==> config.mk <==
export PLATFORM = sky130hd
export DESIGN_NAME = packet_skid_rx
export DESIGN_NICKNAME = d
export VERILOG_FILES = /design/src/rtl/packet_skid_rx_pkg.sv /design/src/rtl/packet_skid_rx_proto_check.sv /design/src/rtl/packet_skid_rx.sv
export SDC_FILE = /design/constraint.sdc
export NUM_CORES = 1
export LEC_CHECK = 0
export CAP_MARGIN = 20
export CORE_MARGIN = 2
export CORE_UTILIZATION = 35
export CTS_CLUSTER_DIAMETER = 120
export CTS_CLUSTER_SIZE = 40
export DETAILED_ROUTE_END_ITERATION = 10
export DONT_BUFFER_PORTS = 1
export PLACE_DENSITY = 0.63
export SETUP_SLACK_MARGIN = 0.15
export SLEW_MARGIN = 20
export SYNTH_ARGS = -nofsm -noshare
export SYNTH_HDL_FRONTEND = slang
export SYNTH_SLANG_ARGS = --single-unit
==> constraint.sdc <==
create_clock -name clk -period 6.3 [get_ports clk]
set_clock_uncertainty 0.15 [all_clocks]
set_input_delay 0.63 -clock clk [delete_from_list [all_inputs] [get_ports clk]]
set_output_delay 0.63 -clock clk [all_outputs]
set_load 0.01 [all_outputs]
==> src/rtl/packet_skid_rx_pkg.sv <==
// Shared defaults for the packet receive slice.
package packet_skid_rx_pkg;

    localparam int PSR_DW_DEF    = 104;
    localparam int PSR_CW_DEF    = 32;
    localparam bit PSR_CHECK_DEF = 1'b1;

endpackage

==> src/rtl/packet_skid_rx_proto_check.sv <==
// Producer protocol checker: once a beat is stalled, the producer must keep
// access high and the packet unchanged until it is accepted. Sticky error.
module packet_proto_check
    import packet_skid_rx_pkg::*;
#(
    parameter int DW = PSR_DW_DEF
) (
    input  logic          clk,
    input  logic          reset,
    input  logic          clr_stats,
    input  logic          access_in,
    input  logic [DW-1:0] packet_in,
    input  logic          wait_out,
    output logic          proto_err
);

    logic          stall_q, stall_d;
    logic [DW-1:0] pkt_q, pkt_d;
    logic          err_q, err_d;
    logic          viol;

    // Capture the stalled beat and flag any change to it on the following cycle.
    always_comb begin
        stall_d = access_in & wait_out;
        pkt_d   = packet_in;
        viol    = stall_q & (~access_in | (packet_in != pkt_q));
        err_d   = err_q | viol;
        if (clr_stats) err_d = 1'b0;
    end

    // Control flops reset; the packet snapshot does not need to.
    always_ff @(posedge clk) begin
        if (reset) begin
            stall_q <= 1'b0;
            err_q   <= 1'b0;
        end else begin
            stall_q <= stall_d;
            err_q   <= err_d;
        end
    end

    // Packet snapshot, only meaningful while stall_q is set.
    always_ff @(posedge clk) begin
        pkt_q <= pkt_d;
    end

    assign proto_err = err_q;

endmodule

==> src/rtl/packet_skid_rx.sv <==
// Receive slice: main + skid entry so wait_out is a pure flop output, with an
// accepted-packet counter and an optional producer protocol checker.
module packet_skid_rx
    import packet_skid_rx_pkg::*;
#(
    parameter int DW    = PSR_DW_DEF,
    parameter int CW    = PSR_CW_DEF,
    parameter bit CHECK = PSR_CHECK_DEF
) (
    input  logic          clk,
    input  logic          reset,
    input  logic          access_in,
    input  logic [DW-1:0] packet_in,
    output logic          wait_out,
    output logic          access_out,
    output logic [DW-1:0] packet_out,
    input  logic          wait_in,
    input  logic          clr_stats,
    output logic [CW-1:0] pkt_count,
    output logic          proto_err
);

    logic          main_valid_q, main_valid_d;
    logic          skid_valid_q, skid_valid_d;
    logic [DW-1:0] main_data_q, main_data_d;
    logic [DW-1:0] skid_data_q, skid_data_d;
    logic [CW-1:0] cnt_q, cnt_d;
    logic          in_xfer, out_xfer;

    // Skid control: fill main first, spill to skid only when main cannot drain.
    always_comb begin
        in_xfer      = access_in & ~skid_valid_q;
        out_xfer     = main_valid_q & ~wait_in;
        main_valid_d = main_valid_q;
        skid_valid_d = skid_valid_q;
        main_data_d  = main_data_q;
        skid_data_d  = skid_data_q;
        if (in_xfer && (!main_valid_q || out_xfer)) begin
            main_data_d  = packet_in;
            main_valid_d = 1'b1;
        end else if (in_xfer) begin
            skid_data_d  = packet_in;
            skid_valid_d = 1'b1;
        end else if (out_xfer && skid_valid_q) begin
            main_data_d  = skid_data_q;
            skid_valid_d = 1'b0;
        end else if (out_xfer) begin
            main_valid_d = 1'b0;
        end
    end

    // Accepted-beat counter; a clear beats a same-cycle increment.
    always_comb begin
        cnt_d = cnt_q;
        if (in_xfer) cnt_d = cnt_q + 1'b1;
        if (clr_stats) cnt_d = '0;
    end

    // Valid bits and counter: reset drops any in-flight packets.
    always_ff @(posedge clk) begin
        if (reset) begin
            main_valid_q <= 1'b0;
            skid_valid_q <= 1'b0;
            cnt_q        <= '0;
        end else begin
            main_valid_q <= main_valid_d;
            skid_valid_q <= skid_valid_d;
            cnt_q        <= cnt_d;
        end
    end

    // Data registers are qualified by the valid bits, so they carry no reset.
    always_ff @(posedge clk) begin
        main_data_q <= main_data_d;
        skid_data_q <= skid_data_d;
    end

    assign wait_out   = skid_valid_q;
    assign access_out = main_valid_q;
    assign packet_out = main_data_q;
    assign pkt_count  = cnt_q;

    generate
        if (CHECK) begin : g_chk
            packet_proto_check #(.DW(DW)) u_chk (
                .clk       (clk),
                .reset     (reset),
                .clr_stats (clr_stats),
                .access_in (access_in),
                .packet_in (packet_in),
                .wait_out  (skid_valid_q),
                .proto_err (proto_err)
            );
        end else begin : g_nochk
            assign proto_err = 1'b0;
        end
    endgenerate

endmodule

==> metrics.log <==
[metrics] top area cells in the synthesized netlist: edfxtp_1 (51%), dfxtp_1 (23%), mux2_2 (8.1%)
[metrics] Critical Path AT: 3220 ps
[metrics] vias in the first global route: 6684
[metrics] Slew Viols, Final: 0
[metrics] count of endpoints failing setup in the final report: 0
[metrics] max-cap viol count: 0
[metrics] Worst IR Drop VDD: 0.270 mV
[metrics] min Tclk post-route: roughly 3100 ps
[metrics] post-synthesis net count: 900
[metrics] post-route setup TNS: 0 ps
[metrics] standard-cell rows: 68
[metrics] crit path capture type: flip-flop
[metrics] pin count of the biggest net entering global routing: 67
[metrics] maximum fanout along the worst path: 65
[metrics] clock transition at the register clock pins on the worst setup and hold paths after CTS: 140 ps
[metrics] total via count after detailed routing: 6487
[metrics] highest attainable clock frequency: approximately 320 MHz
[metrics] Hold Buf Count CTS: 105
[metrics] Synthesis Warnings: 0
[metrics] post-cts gate resize count: 0
[metrics] drt pass-1 iters: 5
[metrics] RSZ-0062 raised after global routing: false
[metrics] Setup crit start kind: flip-flop
[metrics] full die area: 36600 um2
[metrics] net switching power figure: around 860 uW
[metrics] global-route congestion overflow total: 0
[metrics] Layout Nets: 1006
[metrics] count of antenna diodes in the layout: 0
[metrics] synthesized instance count: 790
[metrics] first-pass GRT wire length: 40800 um
[metrics] total length of routed wires: approximately 27000 um
[metrics] switching share of power: around 22%
[metrics] clock buffer count from CTS: 12
[metrics] Post-Synth Adder-Cell Area: less than 1%
[metrics] share of synthesized cell area in and, or, nand and nor gates: approximately 6.2%
[metrics] CTS tree: done
[metrics] Synth-to-Final Area Change: 16.0%
[metrics] antenna viol nets, final: 0
[metrics] number of DRC markers after the initial detailed-route iteration: between 300 and 400
[metrics] chip height: 191 um
[metrics] count of endpoints failing hold in the final timing report: 0
[metrics] initial standard-cell utilization of the core: 35.5%
[metrics] Longest Clk Path Bufs: 3
[metrics] Pwr per Cell Area: 276 nW/um2
[metrics] layout cells sized above 1: 13.0%
[metrics] clock share of power: about a quarter
[metrics] sequential share of power: between 60% and 70%
[metrics] classification of the worst setup path: flip-flop to flip-flop
[metrics] transition at the pin with the smallest max-transition slack: roughly 970 ps
[metrics] clock latency on the worst-skew pair: 520 ps
[metrics] share of the yosys chip area belonging to registers: 73.7%
[metrics] CP Launch Point: wait_out
[metrics] register bit count reported by yosys: approximately 350
[metrics] relative max-transition margin: 35.1%
[metrics] share of the synthesized area in compound gates (AO/OA/AOI/OAI): between 2 and 3%
[metrics] mean number of vias per cell: between 4 and 5
[metrics] Post-synth ARST share: 0%
[metrics] Die Wd: 191 um
[metrics] largest family of logic cells by synthesized area: multiplexers
[metrics] clock sink total: between 300 and 400
[metrics] worst hold margin: 45.5 ps
[metrics] share of power burned in combinational logic: 6.8%
[metrics] total standard cell area after synthesis: approximately 12000 um2
[metrics] H-tree level count: 1
[metrics] worst hold path startpoint: packet_in[1]
[metrics] critical register-to-register path startpoint: wait_out
[metrics] proportion of synthesized area in mux cells: 8.15%
[metrics] largest area contributor in the netlist: edfxtp_1
[metrics] result of the run: complete, no violations
[metrics] Yosys top cell area share: roughly half
[metrics] core footprint: 34500 um2
[metrics] leading post-synthesis cells by instance count: edfxtp_1 (208), dfxtp_1 (140), mux2_2 (88)
[metrics] Min-Delay Path Class: input pin to flip-flop
[metrics] post-CTS repair timing setup buffer count: 0
[metrics] Worst Path Required: 6420 ps
[metrics] count of flip-flops with a built-in enable after synthesis: roughly 210
[metrics] count of buffers inserted at the top-level ports: 0
[metrics] routed wire length per instance: 20.1 um
[metrics] XOR/XNOR Fraction of Synth Area: 7.70%
[metrics] drt drc: 0
[metrics] Overall Global Routing Usage: 14.5%
[metrics] most frequent cell after synthesis: edfxtp_1
[metrics] total I/O pin count: about 250
[metrics] initial antenna violation count: 0
[metrics] reported leakage power: 0.00483 uW
[metrics] cell-internal power: 3080 uW
[metrics] cell at the root of the clock tree: clkbuf_16
[metrics] average footprint of a synthesized cell: 15.5 um2
[metrics] number of different library cells in the post-synthesis netlist: between 40 and 50
[metrics] dpl hpwl: 17200 um
[metrics] prevailing post-synth register cell: edfxtp_1
[metrics] gp weighted congestion: ~0.77
[metrics] post-route clock period utilization: between 40% and 50%
==> cell usage in the layout (no fill, tap or decap), types with 4 or more instances in the layout <==
cell and count:
o21ai_0 18, nand3_1 12, o22ai_1 9, nand2_1 30, buf_4 5, a22oi_1 5, nor4_1 15, o2bb2ai_1 4
inv_1 31, xor2_1 43, dlygate4sd3_1 105, mux2_2 88, dfxtp_1 140, nor3_1 7, a21oi_1 6, clkbuf_1 5
nand4_1 23, clkbuf_16 13, nor2_1 37, xnor2_1 65, edfxtp_1 208
==> worst max-delay path: stages (launching register included) <==
cell	delay [ps]
dfxtp_1	530
and2b_1	340
nand2_4	530
buf_4	820
mux2_2	420
==> power by group through the flow <==
stage          Sequential (uW)  Combinational [uW]  Clock, uW
2_1_floorplan             2660                 168          0
3_3_place_gp              2680                 206          0
3_5_place_dp              2680                 212          0
4_1_cts                   2630                 272       1090
5_1_grt                   2640                 292       1160
6_report                  2630                 267       1040
==> metrics by stage <==
| stage | util [%] | area [um2] | total power (uW) | worst slack, ps | std cells |
|---|---|---|---|---|---|
| 6_report | 41.2 | 14200 | 3940 | 3200 | 1357 |
| 5_1_grt | 41.2 | 14200 | 4090 | 3030 | 1357 |
| 3_5_place_dp | 37.1 | 12800 | 2890 | 3130 | 1232 |
| 4_1_cts | 41.2 | 14200 | 3990 | 3190 | 1357 |
| 2_1_floorplan | - | 12300 | 2830 | 302 | 790 |
| 3_3_place_gp | 37.1 | 12800 | 2880 | 3200 | 1232 |
==> cells by family after synthesis <==
logic type	count (synthesis)
muxes	89
adders and majority gates	1
AOI/OAI and AO/OA	50
xor gates and xnor gates	108
buffers and inverters	49
DFF	348
and+or+nand+nor	145
==> per-layer routing <==
metal / vias to the layer above / wire length [um] / track usage [%] / part of all wire, %
li1: 3057 / - / - / -
met3: 35 / 2750 / 5.23 / 10
met2: 232 / 12300 / 22.5 / 45
met4: 0 / 606 / 3.85 / 2.2
met5: - / 0 / 0 / 0
met1: 3163 / 11600 / 19.2 / 43
==> final cells by class <==
type | count | area [um2]
Clock buffer | 18 | 344
Sequential cell | 348 | 9050
Multi-Input combinational cell | 393 | 3060
Inverter | 31 | 116
Timing Repair Buffer | 110 | 1090
Tap cell | 455 | 569
Fill cell | 3185 | 20300
Clock inverter | 2 | 17.5
==> final timing paths <==
| check | endpoint | slack, ps | cells after the start |
|---|---|---|---|
| min reg2reg | packet_out[25] | 390 | 2 |
| max | packet_out[21] | 3200 | 4 |
| min | skid_data_q[1] | 50 | 0 |
| max reg2reg | packet_out[21] | 3200 | 4 |
==> state kept, by name (all words and copies together) (netlist names) <==
name,cells
g_chk.u_chk.pkt_q,104
packet_out,104
skid_data_q,104
pkt_count,32
access_out,1
g_chk.u_chk.proto_err,1
g_chk.u_chk.stall_q,1
wait_out,1
Power figures use the tool's default switching activity.
